$ cat config.mk
export PLATFORM = sky130hd
export DESIGN_NAME = tpx3_rx_merger
export DESIGN_NICKNAME = d
export VERILOG_FILES = /design/src/rtl/tpx3_rx_merger.sv
export SDC_FILE = /design/constraint.sdc
export NUM_CORES = 1
export LEC_CHECK = 0
export CAP_MARGIN = 20
export CORE_MARGIN = 2
export CORE_UTILIZATION = 49
export DETAILED_ROUTE_END_ITERATION = 12
export GPL_TIMING_DRIVEN = 0
export PLACE_DENSITY = 0.81
export SLEW_MARGIN = 20
export SYNTH_ARGS = -nofsm -noshare
export SYNTH_HDL_FRONTEND = slang
export SYNTH_SLANG_ARGS = --single-unit
$ cat constraint.sdc
create_clock -name BUS_CLK -period 6.2 [get_ports BUS_CLK]
set_clock_uncertainty 0.1 [all_clocks]
set_input_delay 1.55 -clock BUS_CLK [delete_from_list [all_inputs] [get_ports BUS_CLK]]
set_output_delay 1.55 -clock BUS_CLK [all_outputs]
set_load 0.01 [all_outputs]
$ cat src/rtl/tpx3_rx_merger.sv
// Round-robin merger of CHANNELS FWFT receiver FIFOs plus a counter test source into one 32-bit stream.
// Optional macro TPX3_MERGER_CHANNEL_TAG_EN replaces the top nibble of each word with its source id.
module tpx3_rx_merger #(
   parameter int CHANNELS  = 4,
   parameter int CNT_WIDTH = 16
) (
   input  logic                            BUS_CLK,
   input  logic                            BUS_RST,
   input  logic [CHANNELS-1:0]             CH_FIFO_EMPTY,
   input  logic [32*CHANNELS-1:0]          CH_FIFO_DATA,
   output logic [CHANNELS-1:0]             CH_FIFO_READ,
   input  logic [CHANNELS-1:0]             CH_ENABLE,
   input  logic                            CNT_EN,
   input  logic                            CNT_CLEAR,
   input  logic                            OUT_READ,
   output logic                            OUT_VALID,
   output logic [31:0]                     OUT_DATA,
   output logic [CNT_WIDTH*CHANNELS-1:0]   WORD_CNT
);

   localparam int             NSRC    = CHANNELS + 1;
   localparam int             PW      = $clog2(NSRC);
   localparam logic [PW-1:0]  PTR_CNT = PW'(CHANNELS);
   localparam logic [PW:0]    NSRC_W  = (PW+1)'(NSRC);

   logic                  r_run;
   logic                  r_valid;
   logic [31:0]           r_data;
   logic [31:0]           r_tcnt;
   logic [PW-1:0]         r_last;
   logic [CNT_WIDTH-1:0]  r_wcnt [CHANNELS];

   logic [NSRC-1:0]       w_req;
   logic                  w_free;
   logic                  w_gnt_any;
   logic [PW-1:0]         w_gnt_idx;
   logic [31:0]           w_word;

   assign w_req  = {CNT_EN, ~CH_FIFO_EMPTY & CH_ENABLE};
   // r_run holds off pops until one clock edge has passed after reset release
   assign w_free = r_run & (~r_valid | OUT_READ);

   always_comb begin
      logic [PW:0] w_sum;
      w_gnt_any = 1'b0;
      w_gnt_idx = r_last;
      w_sum     = '0;
      // scan from farthest to nearest so the nearest requester after r_last wins
      for (int k = NSRC; k >= 1; k--) begin
         w_sum = {1'b0, r_last} + (PW+1)'(k);
         if (w_sum >= NSRC_W) w_sum = w_sum - NSRC_W;
         if (w_req[w_sum[PW-1:0]]) begin
            w_gnt_any = 1'b1;
            w_gnt_idx = w_sum[PW-1:0];
         end
      end
   end

   always_comb begin
`ifdef TPX3_MERGER_CHANNEL_TAG_EN
      w_word = {4'hF, r_tcnt[27:0]};
`else
      w_word = r_tcnt;
`endif
      CH_FIFO_READ = '0;
      for (int c = 0; c < CHANNELS; c++) begin
         if (w_gnt_idx == PW'(c)) begin
`ifdef TPX3_MERGER_CHANNEL_TAG_EN
            w_word = {4'(c), CH_FIFO_DATA[32*c +: 28]};
`else
            w_word = CH_FIFO_DATA[32*c +: 32];
`endif
            CH_FIFO_READ[c] = w_free & w_gnt_any;
         end
      end
   end

   always_ff @(posedge BUS_CLK or negedge BUS_RST) begin
      if (!BUS_RST) begin
         r_run   <= 1'b0;
         r_valid <= 1'b0;
         r_data  <= '0;
         r_tcnt  <= '0;
         r_last  <= PTR_CNT;
      end else begin
         r_run <= 1'b1;
         if (w_free) begin
            if (w_gnt_any) begin
               r_valid <= 1'b1;
               r_data  <= w_word;
               r_last  <= w_gnt_idx;
               if (w_gnt_idx == PTR_CNT) r_tcnt <= r_tcnt + 32'd1;
            end else begin
               r_valid <= 1'b0;
            end
         end
      end
   end

   always_ff @(posedge BUS_CLK or negedge BUS_RST) begin
      if (!BUS_RST) begin
         for (int c = 0; c < CHANNELS; c++) r_wcnt[c] <= '0;
      end else begin
         for (int c = 0; c < CHANNELS; c++) begin
            if (CNT_CLEAR)
               r_wcnt[c] <= '0;
            else if (CH_FIFO_READ[c] && (r_wcnt[c] != {CNT_WIDTH{1'b1}}))
               r_wcnt[c] <= r_wcnt[c] + CNT_WIDTH'(1);
         end
      end
   end

   for (genvar g = 0; g < CHANNELS; g++) begin : g_wcnt
      assign WORD_CNT[CNT_WIDTH*g +: CNT_WIDTH] = r_wcnt[g];
   end

   assign OUT_VALID = r_valid;
   assign OUT_DATA  = r_data;

endmodule

# == Word level (Yosys, flattened, before mapping) ==
# Cells that the tools add are included.
# W data, S select, Z words.
# totals
regBits,133
out_inout_bits,101
# op_classes
n_lt_le_gt_ge,10
muxes,42
add_sub_neg,15
n_bitwise,6
n_eq_ne,8
n_reduce_logical,11
# ops
cell,n
$mux W16,8
$mux W32,4
$add A16 B1 Y16 const B,4
$ne A16 B16 Y1 const B,4
$add A32 B1 Y32 const B,1
$mux W3,10
$ge A4 B3 Y1 const B,5
$lt A3 B4 Y1 const B,5
$bmux W1 S3,5
$mux W1,15
$sub A3 B3 Y3 const B,5
$add A3 B2 Y4 const B,2
$add A3 B3 Y4 const B,2
$reduce_bool A2 Y1,4
$eq A3 B2 Y1 const B,2
$add A3 B1 Y4 const B,1
$and A4 B4 Y4,1
$logic_and A1 B1 Y1,4
$not A4 Y4,1
$eq A3 B1 Y1 const B,1
$eq A3 B3 Y1 const B,1
$logic_not A3 Y1,1
$reduce_and A3 Y1,1
$and A1 B1 Y1,2
3 further kinds,3

# == Longest topological paths before layout ==
# Gate-level depths: netlist (run 1).
# logic_depth
word_depth,15
ltp_mapped,18
mapped_depth_nobuf,14

# == Least setup slack after synthesis (run 1) ==
# OpenSTA, ideal clock, no wires.
# synth_path
kind,input port to output port
start,input port CH_FIFO_EMPTY[1]
end,output port CH_FIFO_READ[1]
t_required_ns,4.550
t_arrival_ns,3.868
slack_ns,0.682
path_stages,10
cell_sequence,nand2b_1 -> o211ai_1 -> a32o_1 -> and4_1 -> or4_1 -> o2111a_2 -> or2_2 -> buf_2 -> buf_2 -> nor3_1
# synth_via
elab_chain_cells,11
word_cells_on_any_way,25
# synth_rtl
element,line_no,source
from (decl),9,"input logic [CHANNELS-1:0] CH_FIFO_EMPTY,"
$not A4 Y4 (*),39,"assign w_req = {CNT_EN, ~CH_FIFO_EMPTY & CH_ENABLE};"
$and A4 B4 Y4 (*),39,
$bmux W1 S3,52,if (w_req[w_sum[PW-1:0]]) begin
$mux W1 (not written as such),52,
$mux W3 / $mux W1 (equally long branches) (5 in a row),52,
$eq A3 B1 Y1 / $and A1 B1 Y1 (equally long branches),"67, 73",
$mux W1 (*),67,if (w_gnt_idx == PW'(c)) begin
to (decl),11,"output logic [CHANNELS-1:0] CH_FIFO_READ,"
# Every way passes the cells marked *; elsewhere a longest branch is shown, timed or not. The select of a mux whose other input is x is not followed.

# == Worst setup path after layout (run 1) ==
# layout_path
start,input port CH_FIFO_EMPTY[0]
end,output port CH_FIFO_READ[2]
# layout_via
elab_chain_cells,11
word_cells_on_any_way,25
# layout_rtl
element,line_no
$not A4 Y4 (*),39
$and A4 B4 Y4 (*),39
$bmux W1 S3,52
$mux W1 (not written as such),52
$mux W3 / $mux W1 (equally long branches) (5 in a row),52
$eq A3 B2 Y1 / $and A1 B1 Y1 (equally long branches),"67, 73"
$mux W1 (*),67
# Marks and branches as above.

==> results of run 1 <==
[area by class of cell]
cell class,instances,share of cell area
tap,225,0.02303
sequential,133,0.2725
clock inverter,14,0.01259
buffer,62,0.02558
clock buffer,18,0.03592
multi-input combinational,792,0.4180
timing repair buffer,253,0.2060
inverter,20,0.006345
[metal layers]
| layer | GRT usage | up-vias | routed length [um] |
|---|---|---|---|
| li1 | - | 4210 | - |
| met1 | 0.4140 | 4401 | 12640 |
| met2 | 0.4906 | 363 | 13810 |
| met3 | 0.06963 | 46 | 1968 |
| met4 | 0.1037 | 0 | 587 |
| met5 | 0 | - | 0 |
[worst paths after layout]
| kind | from | to | slack (ns) | cells after the start |
|---|---|---|---|---|
| max reg2reg | r_last[2] | WORD_CNT[19] | 1.57 | 17 |
| min reg2reg | r_tcnt[31] | r_tcnt[31] | 0.39 | 1 |
| min | r_tcnt[31] | r_tcnt[31] | 0.39 | 1 |
| min in group asynchronous | BUS_RST | WORD_CNT[59] | 0.93 | 1 |
| max in group asynchronous | BUS_RST | OUT_DATA[29] | 4.32 | 2 |
| max | CH_FIFO_EMPTY[0] | CH_FIFO_READ[2] | 0.15 | 11 |
[flip-flops by register name, summed over array words and instances (netlist names)]
register / cells
OUT_DATA: 32
r_run: 1
r_tcnt: 32
WORD_CNT: 64
OUT_VALID: 1
r_last: 3
[where the power goes]
| part | total, uW | switching, uW | internal (uW) |
|---|---|---|---|
| clock | 1020 | 415 | 605 |
| combinational | 5370 | 3300 | 2080 |
| sequential | 1140 | 109 | 1030 |
| total | 7530 | 3820 | 3710 |
[per-stage QoR]
stage / setup TNS, ns / hold WS [ns]
after floorplan: 0 / 0.3460
after global placement: -252.35 / 0.3664
after detailed placement: -2.756 / 0.3655
after CTS: 0 / 0.3856
after global routing: 0 / 0.4148
final: 0 / 0.3889
[what timing repair did]
| item | 4_1_cts | 5_1_grt |
|---|---|---|
| setup buffers | 11 | 0 |
| cloned | 0 | 1 |
| resized for setup | 38 | 18 |
| pin swaps | 6 | 2 |
| setup endpoints to repair | 4 | 4 |
[cells in the mapped netlist (5+ instances only)]
cell      count
or4_1         8
xor2_1        7
inv_1        19
dfrtp_1     132
nor2_1       90
and3_1       23
mux2i_1       8
buf_2        23
clkbuf_1     36
nor4b_1       7
o31ai_1       8
ha_1         16
o211ai_1      6
a31oi_1      64
xnor2_1      53
nand3_1      45
or2_2         5
nor4_1       11
nand2b_1     19
a21oi_1      44
a21o_1       34
nor3_1        5
o21ai_0      29
and4_1        9
nand4_1      22
nand2_1     137
a31o_2        6
a22oi_1       5
a22o_1       30
nor2b_1      12
or3_1        21
[kinds of logic (layout without fill, tap and decap cells)]
kind of cell / count (synthesis) / count (layout) / synth area share
AO/OA/AOI/OAI: 264 / 264 / 0.2122
XOR/XNOR: 61 / 61 / 0.06238
adder cells (fa/ha/maj): 17 / 17 / 0.02536
buffers and inverters: 86 / 367 / 0.04178
flip-flops: 133 / 133 / 0.3834
multiplexers: 15 / 15 / 0.02348
other: 1 / 1 / 0.0004318
AND/OR/NAND/NOR: 433 / 434 / 0.2510
[layout by cell type (no fill, tap or decap), types with 15 or more instances in the layout]
cell             instances
buf_4                   17
a31oi_1                 64
inv_1                   19
dfrtp_1                130
o21ai_0                 29
a21o_1                  34
clkbuf_1                32
buf_2                   15
or3_1                   21
nand2b_1                16
clkdlybuf4s50_1        236
a21oi_1                 44
nand4_1                 22
clkbuf_16               17
nand3_1                 44
ha_1                    15
nand2_1                136
nor2_1                  89
a22o_1                  30
xnor2_1                 53
and3_1                  23
[critical path, stage by stage]
cell and delay (ns):
clkdlybuf4s50_1 0.43, nand2b_2 0.24, mux4_2 0.51, a311oi_2 0.29
o22ai_1 0.15, o211ai_1 0.13, o2111a_2 0.34, o21bai_4 0.12
buf_12 0.21, nor2_1 0.13, dlygate4sd2_1 0.29
==> summary.txt, run 1 <==
status: finished clean
die area: 0.01880 mm2
top cells by area, synth: dfrtp_1 38%, nand2_1 5.9%, xnor2_1 5.3%, a31oi_1 4.6%, nor2_1 3.9%
I/O pin count: 242
DR vias: 9020
Core Region: 0.01730 mm2
drt wl/cell: 19.12 um
Final nets: 1437
clock slew at reported path FFs: 0.06 ns
Reg area: 0.003332 mm2
synthesized area: 0.008685 mm2
asr flop ratio synth: 1.000
worst path required time: 4.55 ns
final slew viol count: 0
via/cell ratio: 5.946
residual DRC count: 0
Overall Power: 7533 uW
Min-Delay Path Class: reg -> reg
post-synthesis cell count: 1010
Area growth syn-to-layout: 40.79%
cell taking the most area after synthesis: dfrtp_1
Pwr per Cell Area: 616.1 mW/mm2
Final Worst Setup Slack: 0.1524 ns
Placer Congestion: 0.9074
Leak: 0.005217 uW
crit-path max FO: 19
Final setup viols: 0
CTS tree: done
vias in the first global route: 8659
chip height: 137.1 um
global-route wire length before repair: 44770 um
share of cells above drive strength 1: 0.1022
Netlist cell types: 79
Worst IR Drop VDD: 0.5001 mV
cts hold-fix bufs: 0
clk_lat worst skew: 0.44 ns
Clock Tree Root: clkbuf_16
top_reg_cell synth: dfrtp_1
H-tree levels: 4
DRT Wirelength: 29010 um
Worst setup SP type: input port
CTS Buf Count: 17
Cell Count, Final, Fillers Out: 1517
pre-CTS setup slack: -0.9711 ns
critical path class: in -> out
initial DRC count: 661
Buffers on Ports: 241
HPWL after DPL: 21160 um
synth warn: 0
Total Routing Usage GR: 0.3077
Initial Utilization: 0.5021
antenna violations before repair: 0
Multi-input gate area: 0.005111 mm2
CP Data Arrival Time: 4.40 ns
Synth Area per Inst: 8.599 um2
Bufs on Longest Clock Path: 2
Fill cells: 1390
Die X: 137.1 um
Max-slew headroom: 0.3320
Final Core Density: 0.7069
DR pass1 iterations: 5
endpoint class of the critical path: primary output
fin crit share: 0.9754
Tightest Pin Transition: 0.9916 ns
Hold Vio Cnt, Final: 0
Post-synth EDFFs: 0
clk sinks: 133
Mapped Nets: 1168
largest net degree at the start of global routing: 80
RSZ-0062 raised after global routing: no
FP Rows: 48
sequential area share after synthesis: 0.3834
crit path time final: 6.048 ns
Max Fclk: 0.1654 GHz
max cap viols: 0
Placed Cells: 1477
fin area: 0.01223 mm2
area of placed instances: 0.01141 mm2
Antenna Violating Nets Remaining: 0
# diodes: 0
FF+latch count, synth: 133
share of the synthesized area in the top cell type: 0.3803
grt total ovfl: 0
Note: power is estimated with default switching activity, not from simulation.
==> run 2, diff against run 1 <==
--- a/config.mk
+++ b/config.mk
@@ -7,10 +7,11 @@
 export LEC_CHECK = 0
 export CAP_MARGIN = 20
 export CORE_MARGIN = 2
-export CORE_UTILIZATION = 49
+export CORE_UTILIZATION = 50
+export CTS_BUF_LIST = sky130_fd_sc_hd__clkbuf_4 sky130_fd_sc_hd__clkbuf_8
 export DETAILED_ROUTE_END_ITERATION = 12
 export GPL_TIMING_DRIVEN = 0
-export PLACE_DENSITY = 0.81
+export PLACE_DENSITY = 0.83
 export SLEW_MARGIN = 20
 export SYNTH_ARGS = -nofsm -noshare
 export SYNTH_HDL_FRONTEND = slang
==> run 2 against run 1 <==
Net effect:
- routed wire length is 3.2% lower
- first-iteration DRC count is 26% higher
- final cell count is 0.40% lower
- worst hold slack better by 0.0083 ns
- combinational power hardly changed
- worst setup slack worse by 0.059 ns
- via count is 0.43% lower
- die area is 1.9% lower
- flip-flop and latch count stayed put
==> summary.txt, run 2 (synthesis gave the netlist of run 1 again) <==
status: finished clean
Final setup viols: 0 (unchanged)
area of placed instances: 0.01141 mm2 (unchanged)
most frequent cells in the layout: 235 x clkdlybuf4s50_1, 136 x nand2_1, 130 x dfrtp_1
worst hold slack: 0.3972 ns (+0.008317 ns)
clk_lat worst skew: 0.46 ns (+0.02 ns)
cts hold-fix bufs: 0 (unchanged)
Worst setup SP type: input port
CP Data Arrival Time: 4.46 ns (+0.06 ns)
Die X: 135.8 um (-0.98%)
Area growth syn-to-layout: 38.03%
grt total ovfl: 0 (unchanged)
Hold Vio Cnt, Final: 0 (unchanged)
Clk pwr share: 0.100 (-0.035)
Pint: 3413 uW (-8.1%)
global-route wire length before repair: 43920 um (-1.9%)
die area: 0.01844 mm2 (-1.9%)
pre-CTS setup slack: -0.9434 ns (+0.02769 ns)
endpoint class of the critical path: primary output
crit-path max FO: 10 (-9)
DR pass1 iterations: 5 (unchanged)
fin crit share: 0.9850 (+0.009585)
switch share: 0.5278 (+0.02066)
Max-slew headroom: 0.2800 (-0.05200)
CTS tree: done
Final Worst Setup Slack: 0.09299 ns (-0.05943 ns)
Bufs on Longest Clock Path: 2 (unchanged)
clk sinks: 133 (unchanged)
fin area: 0.01199 mm2 (-2.0%)
Core Region: 0.01712 mm2 (-1.0%)
HPWL after DPL: 20830 um (-1.6%)
worst path required time: 4.55 ns (about the same)
Seq pwr share: 0.158 (+0.006)
RSZ-0062 raised after global routing: no
Placer Congestion: 1.025 (+13%)
FP Rows: 48 (unchanged)
Initial Utilization: 0.5074 (+0.005285)
share of cells above drive strength 1: 0.09798 (-0.004189)
H-tree levels: 4 (unchanged)
Final nets: 1431 (-0.42%)
antenna violations before repair: 0 (unchanged)
vias in the first global route: 8516 (-1.7%)
critical path class: in -> out
Antenna Violating Nets Remaining: 0 (unchanged)
Total Routing Usage GR: 0.3023 (-0.005387)
initial DRC count: 832 (+26%)
Leak: 0.005086 uW (-2.5%)
Max Fclk: 0.1637 GHz (-0.97%)
final slew viol count: 0 (unchanged)
max reg flops: 64 (unchanged)
combinational share of power: 0.742 (+0.029)
DR vias: 8981 (-0.43%)
Worst IR Drop VDD: 0.4865 mV (-2.7%)
I/O pin count: 242 (unchanged)
Clock Tree Root: clkbuf_8
clock slew at reported path FFs: 0.08 ns (+0.02 ns)
Min-Delay Path Class: reg -> reg
Buffers on Ports: 241 (unchanged)
# diodes: 0 (unchanged)
largest net degree at the start of global routing: 71 (-11%)
chip height: 135.8 um (-0.98%)
Pwr per Cell Area: 603.0 mW/mm2 (-2.1%)
residual DRC count: 0 (unchanged)
CTS Buf Count: 17 (unchanged)
Tightest Pin Transition: 1.069 ns (+0.07719 ns)
crit path time final: 6.107 ns (+0.05943 ns)
max cap viols: 0 (unchanged)
NetSw: 3815 uW (-0.13%)
via/cell ratio: 5.944 (about the same)
DRT Wirelength: 28090 um (-3.2%)
Fill cells: 1386 (-0.29%)
drt wl/cell: 18.59 um (-2.8%)
most common cell after layout, fill and taps aside: clkdlybuf4s50_1
run 2: final cells by class:
| cell class | count | area (um2) | area share |
|---|---|---|---|
| multi-input combinational | 792 | 5130 | 0.4279 |
| sequential | 133 | 3332 | 0.2779 |
| timing repair buffer | 248 | 2484 | 0.2072 |
| buffer | 61 | 297.8 | 0.02484 |
| tap | 225 | 281.5 | 0.02348 |
| clock buffer | 17 | 234.0 | 0.01952 |
| clock inverter | 15 | 147.6 | 0.01232 |
| inverter | 20 | 81.33 | 0.006784 |
run 2: worst max-delay path, cell delays in order:
cell,delay [ns]
clkdlybuf4s50_1,0.48
nand2b_2,0.27
mux4_2,0.51
nor2_2,0.14
a211oi_2,0.08
and4b_1,0.26
o31ai_4,0.23
buf_6,0.17
nand3_2,0.17
buf_6,0.21
nor2_1,0.11
dlygate4sd2_1,0.27
run 2: timing repair:
item | CTS | global route
pin swaps | 6 | 0
resized for setup | 43 | 17
setup buffers | 6 | 0
endpoints found under the setup margin | 4 | 4
cloned | 0 | 1
run 2: final timing paths:
kind,slack (ns),depth (start not counted),end,from
setup / recovery,0.09,12,CH_FIFO_READ[0],CH_FIFO_EMPTY[0]
hold / removal,0.40,1,r_tcnt[31],r_tcnt[31]
setup reg to reg,1.44,17,OUT_DATA[28],r_last[0]
hold reg to reg,0.40,1,r_tcnt[31],r_tcnt[31]
max in group asynchronous,4.35,2,OUT_DATA[26],BUS_RST
min in group asynchronous,0.91,1,WORD_CNT[57],BUS_RST
run 2: power by group through the flow:
stage                     Clock, uW  Sequential [uW]  Combinational, uW
after CTS                       731             1140               5140
after global routing            765             1150               5790
after global placement            0             1160               4880
after floorplan                   0             1190               3320
final                           722             1140               5370
after detailed placement          0             1160               4940
run 2: layer usage:
layer  global-route usage  routed length (um)
met1               0.4036               11890
met3              0.05425                1895
met5                    0                   0
met2               0.4952               13670
met4               0.1065                 629
run 2: through the flow:
| stage | TNS [ns] | power, uW | utilization | instances |
|---|---|---|---|---|
| 6_report | 0 | 7228 | 0.7004 | 1511 |
| 4_1_cts | 0 | 7009 | 0.6973 | 1510 |
| 3_3_place_gp | -252.20 | 6038 | 0.6648 | 1476 |
| 5_1_grt | 0 | 7713 | 0.7004 | 1511 |
| 2_1_floorplan | 0 | 4516 | - | 1010 |
| 3_5_place_dp | -2.678 | 6103 | 0.6667 | 1477 |
==> run 3, diff against run 2 <==
==> constraint.sdc (replaced) <==
create_clock -name BUS_CLK -period 6.35 [get_ports BUS_CLK]
set_clock_uncertainty 0.1 [all_clocks]
set_input_delay 1.5875 -clock BUS_CLK [delete_from_list [all_inputs] [get_ports BUS_CLK]]
set_output_delay 1.5875 -clock BUS_CLK [all_outputs]
set_load 0.01 [all_outputs]
==> run 3 against run 2 <==
Net effect:
- the flow now finishes with violations (setup timing)
- worst setup slack worse by 0.20 ns
- utilization down 0.13 points
- final cell count unchanged
- highest routed layer unchanged
- routed wire length down 0.76%
==> summary.txt, run 3 (synthesis gave the netlist of run 1 again) <==
Worst setup SP type: input port
CP Data Arrival Time: 4.77 ns (+0.31 ns)
Core Region: 0.01712 mm2 (unchanged)
most common cell after layout, fill and taps aside: clkdlybuf4s50_1
pre-CTS setup slack: -0.8684 ns (+0.07500 ns)
failing checks: setup timing
Buffers & Inverters on Critical Path: 3 (-1)
r2r worst-path depth: 15 (-2)
critical path class: in -> out
hold_sp: r_tcnt[30]
chip height: 135.8 um (unchanged)
Area growth syn-to-layout: 37.78%
crit-path max FO: 12 (+2)
CTS Buf Count: 17 (unchanged)
clock slew at reported path FFs: 0.08 ns (about the same)
Worst IR Drop VDD: 0.4837 mV (-0.57%)
Final nets: 1431 (unchanged)
Hold Vio Cnt, Final: 0 (unchanged)
fin crit share: 1.017
clk sinks: 133 (unchanged)
worst path required time: 4.66 ns (+0.11 ns)
FP Rows: 48 (unchanged)
endpoint class of the critical path: primary output
Antenna Violating Nets Remaining: 0 (unchanged)
Leak: 0.005071 uW (-0.29%)
Pwr per Cell Area: 581.1 mW/mm2 (-3.6%)
DR pass1 iterations: 5 (unchanged)
Tightest Pin Transition: 0.7610 ns (-0.3078 ns)
Worst Setup SP: CH_FIFO_EMPTY[1]
Max-slew headroom: 0.4873 (+0.2073)
via/cell ratio: 5.925 (-0.32%)
I/O pin count: 242 (unchanged)
Total Routing Usage GR: 0.3025 (about the same)
DR vias: 8952 (-0.32%)
crit-path max cell delay: 0.50 ns (about the same)
max cap viols: 0 (unchanged)
Final Worst Setup Slack: -0.1049 ns (-0.1979 ns)
clk_lat worst skew: 0.46 ns (about the same)
CTS tree: done
HPWL after DPL: 20830 um (unchanged)
Min-Delay Path Class: reg -> reg
die area: 0.01844 mm2 (unchanged)
CP endpoint: CH_FIFO_READ[1]
global-route wire length before repair: 43910 um (about the same)
share of cells above drive strength 1: 0.09720 (-0.0007776)
worst-path cell chain: clkdlybuf4s50_1, nand2b_4, o211ai_1, a32o_1, and4_1, or4_1, o2111a_2, or2_2, buf_2, nor3_1, clkdlybuf4s15_2
drt wl/cell: 18.45 um (-0.76%)
worst hold slack: 0.3976 ns (+0.0004300 ns)
Cell Count, Final, Fillers Out: 1511 (unchanged)
H-tree levels: 4 (unchanged)
crit path time final: 6.455 ns
status: finished with violations
DRT Wirelength: 27870 um (-0.76%)
initial DRC count: 831 (-0.12%)
Buffers on Ports: 241 (unchanged)
RSZ-0062 raised after global routing: yes
R2R setup slack: 1.62 ns (+0.18 ns)
Crit path depth: 11 (-1)
residual DRC count: 0 (unchanged)
most frequent cells in the layout: 237 x clkdlybuf4s50_1, 136 x nand2_1, 130 x dfrtp_1
Final setup viols: 2 (+2)
Critical R2R Launch: r_last[2]
delay-heaviest family, CP: simple AND/OR/NAND/NOR gates
antenna violations before repair: 0 (unchanged)
grt total ovfl: 0 (unchanged)
max reg flops: 64 (unchanged)
Slowest cell on crit path: clkdlybuf4s50_1
Clock Tree Root: clkbuf_8
vias in the first global route: 8531 (+0.18%)
Placer Congestion: 1.025 (unchanged)
Placed Cells: 1477 (unchanged)
cts hold-fix bufs: 0 (unchanged)
largest net degree at the start of global routing: 71 (unchanged)
Bufs on Longest Clock Path: 2 (unchanged)
RR Endpoint: OUT_DATA[0]
Initial Utilization: 0.5074 (unchanged)
# diodes: 0 (unchanged)
final slew viol count: 0 (unchanged)
Die X: 135.8 um (unchanged)
Max Fclk: 0.1549 GHz
[run 3: how the worst min path moves through the flow]
stage / depth (start not counted) / end
after floorplan: 1 / r_tcnt[31]
after global placement: 1 / r_tcnt[31]
after detailed placement: 1 / r_tcnt[31]
after CTS: 1 / r_tcnt[31]
after global routing: 1 / r_tcnt[30]
final: 1 / r_tcnt[30]
[run 3: area by class of cell]
type	count	area, um2
clock inverters	15	147.6
repair buffers	248	2489
inverters	20	81.33
well taps	225	281.5
fillers	1393	5151
multi-input cells	791	5107
plain buffers	62	292.8
clock buffers	17	234.0
flip-flops and latches	133	3332
[run 3: per-stage QoR]
stage	total power (uW)	TNS, ns	utilization	area (um2)
floorplan	4410	0	-	8685
detailed placement	5958	-2.378	0.6667	11410
finish	6953	-0.2040	0.6991	11970
global placement	5895	-236.93	0.6648	11380
CTS	6783	-0.2452	0.6942	11880
global route	7427	-0.4842	0.6991	11970
[run 3: routing by layer]
metal  wire length (um)  part of all wire  up-vias  track usage
li1                   -                 -     4215            -
met1              11680              0.42     4313       0.4011
met5                  0                 0        -            0
met2              13700              0.49      380       0.4964
met3               1911             0.069       44      0.05574
met4                583             0.021        0       0.1094
[run 3: power by group]
part | switching, uW | leakage (uW) | total [uW] | internal [uW]
Combinational | 3170 | 0.00310 | 5140 | 1960
Clock | 386 | 0.000185 | 704 | 318
Sequential | 108 | 0.00178 | 1110 | 1010
Total | 3670 | 0.00507 | 6950 | 3280
[run 3: repair_timing]
item / 4_1_cts / 5_1_grt
cloned: 0 / 0
endpoints found under the setup margin: 4 / 4
resized for setup: 30 / 18
setup buffers: 4 / 2
pin swaps: 4 / 2
